### config.mk
export PLATFORM = sky130hd
export DESIGN_NAME = fifo_read_stream_adapter
export DESIGN_NICKNAME = d
export VERILOG_FILES = /design/src/rtl/fifo_read_stream_adapter.sv
export SDC_FILE = /design/constraint.sdc
export NUM_CORES = 1
export LEC_CHECK = 0
export ABC_CLOCK_PERIOD_IN_PS = 3000
export CORE_MARGIN = 3
export CORE_UTILIZATION = 49
export DETAILED_ROUTE_END_ITERATION = 10
export HOLD_SLACK_MARGIN = 0.1
export PLACE_DENSITY = 0.82
export SETUP_SLACK_MARGIN = 0.2
export SLEW_MARGIN = 10
export SYNTH_ARGS = -nofsm -noshare
export SYNTH_HDL_FRONTEND = slang
export SYNTH_SLANG_ARGS = --single-unit
### constraint.sdc
create_clock -name rclk -period 3 [get_ports rclk]
set_input_delay 0.6 -clock rclk [delete_from_list [all_inputs] [get_ports rclk]]
set_output_delay 0.6 -clock rclk [all_outputs]
set_load 0.03 [all_outputs]
### src/rtl/fifo_read_stream_adapter.sv
// fifo_read_stream_adapter
// Read-side companion to a dual-clock FIFO with registered read data.
// It issues FIFO reads against a credit budget, captures the returned words
// into a small skid buffer, and presents the buffer head as a valid/ready
// stream that sustains one word per cycle under continuous demand.
//
// Stream handshake: a word transfers on a rising edge where m_valid and
// m_ready are both high. Once m_valid is high, m_valid and m_data stay
// unchanged until that transfer happens. m_ready may be high while m_valid
// is low; that has no effect.
module fifo_read_stream_adapter #(
  parameter int DATA_W     = 8,
  parameter int SKID_DEPTH = 2,
  parameter int CNT_W      = 16
) (
  input  logic              rclk,
  input  logic              rrst,
  input  logic              fifo_empty,
  output logic              fifo_ren,
  input  logic [DATA_W-1:0] fifo_rdata,
  output logic              m_valid,
  input  logic              m_ready,
  output logic [DATA_W-1:0] m_data,
  output logic [CNT_W-1:0]  xfer_count,
  output logic              idle
);

  localparam int PTR_W = (SKID_DEPTH > 1) ? $clog2(SKID_DEPTH) : 1;
  localparam int OCC_W = $clog2(SKID_DEPTH + 1);
  localparam int CRD_W = OCC_W + 1;

  logic [DATA_W-1:0] mem_q [SKID_DEPTH];
  logic [PTR_W-1:0]  wr_ptr_q, wr_ptr_d;
  logic [PTR_W-1:0]  rd_ptr_q, rd_ptr_d;
  logic [OCC_W-1:0]  occ_q, occ_d;
  logic              inflight_q;
  logic [CNT_W-1:0]  cnt_q, cnt_d;
  logic              pop;
  logic [CRD_W-1:0]  credit_used;

  // Stream view: valid and head data come only from buffer registers, so
  // there is no combinational path from fifo_rdata to the stream outputs.
  assign m_valid    = (occ_q != '0);
  assign m_data     = mem_q[rd_ptr_q];
  assign xfer_count = cnt_q;
  assign pop        = m_valid & m_ready;
  assign idle       = (occ_q == '0) & ~inflight_q & fifo_empty;

  // Read issue: count buffered words plus the word already on its way, less
  // the one leaving this cycle. A read is only issued when the word it
  // returns is guaranteed a free slot, so capture never needs to stall.
  always_comb begin
    credit_used = CRD_W'(occ_q) + CRD_W'(inflight_q) - CRD_W'(pop);
    fifo_ren    = ~rrst & ~fifo_empty & (credit_used < CRD_W'(SKID_DEPTH));
  end

  // Next-state for pointers, occupancy and the wrapping transfer counter.
  always_comb begin
    wr_ptr_d = wr_ptr_q;
    rd_ptr_d = rd_ptr_q;
    occ_d    = occ_q + OCC_W'(inflight_q) - OCC_W'(pop);
    cnt_d    = cnt_q;
    if (inflight_q) begin
      wr_ptr_d = wr_ptr_q + PTR_W'(1);
    end
    if (pop) begin
      rd_ptr_d = rd_ptr_q + PTR_W'(1);
      cnt_d    = cnt_q + CNT_W'(1);
    end
  end

  // Control registers; reset discards anything buffered or in flight.
  always_ff @(posedge rclk) begin
    if (rrst) begin
      wr_ptr_q   <= '0;
      rd_ptr_q   <= '0;
      occ_q      <= '0;
      inflight_q <= 1'b0;
      cnt_q      <= '0;
    end else begin
      wr_ptr_q   <= wr_ptr_d;
      rd_ptr_q   <= rd_ptr_d;
      occ_q      <= occ_d;
      inflight_q <= fifo_ren;
      cnt_q      <= cnt_d;
    end
  end

  // Skid storage: the word requested last cycle lands at the write pointer.
  // Entries are cleared on reset so the idle head reads as zero.
  always_ff @(posedge rclk) begin
    if (rrst) begin
      for (int i = 0; i < SKID_DEPTH; i++) begin
        mem_q[i] <= '0;
      end
    end else if (inflight_q) begin
      mem_q[wr_ptr_q] <= fifo_rdata;
    end
  end

endmodule
==> out/qor.csv, run 1 <==
metric,value,unit
routed_via_density,5.29,
io-pin-count,39,
numCtsBuffers,5,
drive_gt1_share,17.1,%
cts_tree,built,
numPortBuffers,38,
worstSetupPathType,reg2out,
yosysSeqAreaShare,54.2,%
cap_viol_max_count,0,
grt_pass1_vias,1348,
seqPwrFrac,42.3,%
cp-end-kind,primary output,
placed_area,2170,um^2
clk_pin_slew,0.11,ns
finalClockSkew,0.00713,ns
rsz0062_at_grt,true,
antenna_found_initial,0,
grt_max_degree,18,
peakVddDrop,0.000577,V
die_area,4210,um^2
critPathSlowestCell,fa_2,
total_power,1.59,mW
switching_share,34.1,%
post-place-cells,237,
ys_warn_count,0,
synth_ff_type,dfxtp_1,
worst_slack,0.0964,ns
yosys-top-cells-count,"22 x dfxtp_1, 16 x and2_1, 16 x edfxtp_1",
worstPathArrival,2.30,ns
fin_setup_tns,0,ns
postRouteAntennaNets,0,
critPathMaxFanout,2,
htreeDepth,2,
combPwrFrac,42.0,%
cpMostUsedCell,ha_4,
stdcell_area,2270,um^2
worst_slew_pin_slew,0.814,ns
avgSynthCellArea,10.8,um^2
yosysMostFrequentCell,dfxtp_1,
grt_pass1_wl,6360,um
wl_per_cell,14.9,um
drtIter0Drc,69,
p_clk_share,15.7,%
synth_enable_flop_cells,16,
layout_min_cycle_time,2.90,ns
max_freq,344,MHz
finalCritPeriodShare,96.8,%
num_rows,20,
worstPathCellList,"o21a_1, ha_4, inv_2, ha_4, fa_2, nor4_4, buf_4",
antennaDiodeCount,0,
setup_viol,0,
syn_nets,174,
clockBufferDepth,2,
crit_family,adder cells,
cp-start-kind,register,
place_ws,-0.230,ns
gp_congestion,0.800,
ys_types,31,
worstHoldPathType,reg2reg,
synthTopCellsByArea,"edfxtp_1 28%, dfxtp_1 26%, and2_1 5.9%, xnor2_1 5.7%, mux2_2 5.3%",
hold_violations,0,
synth_seq_cells,38,
instances_no_fill,249,
drcViolationCount,0,
max-slew-margin-rel,45.3,%
status,"finished, final reports clean",
area_delta_synth_final,33.3,%
core,3180,um^2
yosysTopAreaCellShare,28.3,%
die_h,64.9,um
async_reset_ff_share,0,%
wirelength,3710,um
hold_buffers,0,
power.density,700,nW/um^2
root_buffer,clkbuf_4,
syn_area,1700,um^2
dp_hpwl,2660,um
grt_overflow,0,
leakage,0.785,nW
grt_usage,19.9,%
die_w,64.9,um
crit_required,2.40,ns
cts_sinks,38,
first_pass_iters,4,
start_util,53.5,%
post-synth-top-area-cell,edfxtp_1,
vias,1317,
syn_inst,158,
slowest_delay,0.45,ns
drv_slew,0,
nets,220,
switching_power,0.541,mW
worst-path-buf-inv,2,
p_int,1.05,mW
insertion_delay,0.34,ns
[registers in the layout (all words and copies together), names as in the netlist, named ones only]
name / count
mem_q: 16
rd_ptr_q: 1
wr_ptr_q: 1
xfer_count: 16
inflight_q: 1
occ_q: 2
[metrics by stage]
| step | utilization, % | hold WS [ns] |
|---|---|---|
| 2_1_floorplan | - | 0.480 |
| 3_5_place_dp | 68.4 | 0.479 |
| 5_1_grt | 71.3 | 0.528 |
| 4_1_cts | 71.3 | 0.492 |
| 3_3_place_gp | 68.4 | 0.462 |
| 6_report | 71.3 | 0.490 |
[repair_timing]
action                                  4_1_cts  5_1_grt
gates resized for setup                      11        0
pin swaps                                     5        3
buffers inserted                              4        0
endpoints found under the setup margin        1        1
[final timing paths]
path	from	endpoint	slack (ns)	cells past startpoint
setup / recovery	occ_q[1]	fifo_ren	0.1	7
hold / removal	xfer_count[15]	xfer_count[15]	0.49	2
setup reg to reg	occ_q[1]	inflight_q	1.04	7
hold reg to reg	xfer_count[15]	xfer_count[15]	0.49	2
[cell usage in the layout, fill, tap and decap left out, types with 2 or more instances in the layout]
cell type,netlist,layout
and2_1,16,16
edfxtp_1,16,16
xnor2_1,11,10
clkbuf_4,0,5
clkdlybuf4s50_1,0,36
or4_1,3,3
o21ai_0,4,4
buf_4,0,8
clkbuf_1,6,3
xor2_1,2,2
a21oi_1,5,5
mux2_2,8,8
nor2_1,14,14
inv_1,6,5
dfxtp_4,0,2
ha_4,0,2
or2_2,2,2
nand4_1,3,3
nand3_1,4,4
nor4_1,6,5
nand2_1,8,8
nor2b_1,2,2
nor3_1,4,4
or3_1,3,3
dfxtp_1,22,19
[power by group through the flow]
stage	sequential, mW	combinational, mW	clock (mW)
after floorplan	0.674	0.399	0
after global placement	0.680	0.574	0
after detailed placement	0.689	0.597	0
after CTS	0.672	0.672	0.254
after global routing	0.680	0.722	0.282
final	0.671	0.666	0.249
[per-layer routing]
metal | routed length (um) | GRT usage [%] | vias to the layer above
li1 | - | - | 645
met1 | 1540 | 23.4 | 638
met2 | 1930 | 33.8 | 28
met3 | 181 | 6.24 | 6
met4 | 54 | 7.12 | 0
met5 | 0 | 0 | -
[layout make-up]
cell class,instances,area (um^2)
sequential,38,930
fill,245,912
multi-input combinational,108,785
timing repair buffer,45,425
tap,44,55.1
clock buffer,8,48.8
inverter,6,22.5
[tightest hold or removal path: stages (launching register included)]
cell	delay [ns]
dfxtp_1	0.34
o31ai_1	0.06
a21oi_1	0.05
[cells by family after synthesis]
group	Yosys count	synth area share, %
muxes	9	5.89
xor gates and xnor gates	13	6.70
AOI/OAI and AO/OA	13	4.71
DFF	38	54.2
adders and majority gates	4	3.39
and+or+nand+nor	69	22.5
buffers and inverters	12	2.65
Power figures use the tool's default switching activity.
==> run 2: changes to the inputs <==
--- a/config.mk
+++ b/config.mk
@@ -11,7 +11,7 @@
 export DETAILED_ROUTE_END_ITERATION = 10
 export HOLD_SLACK_MARGIN = 0.1
 export PLACE_DENSITY = 0.82
-export SETUP_SLACK_MARGIN = 0.2
+export SETUP_SLACK_MARGIN = 0.15
 export SLEW_MARGIN = 10
 export SYNTH_ARGS = -nofsm -noshare
 export SYNTH_HDL_FRONTEND = slang
==> results of run 2 <==
Same layout as run 1: the final DEF is identical, and so are final timing and power.
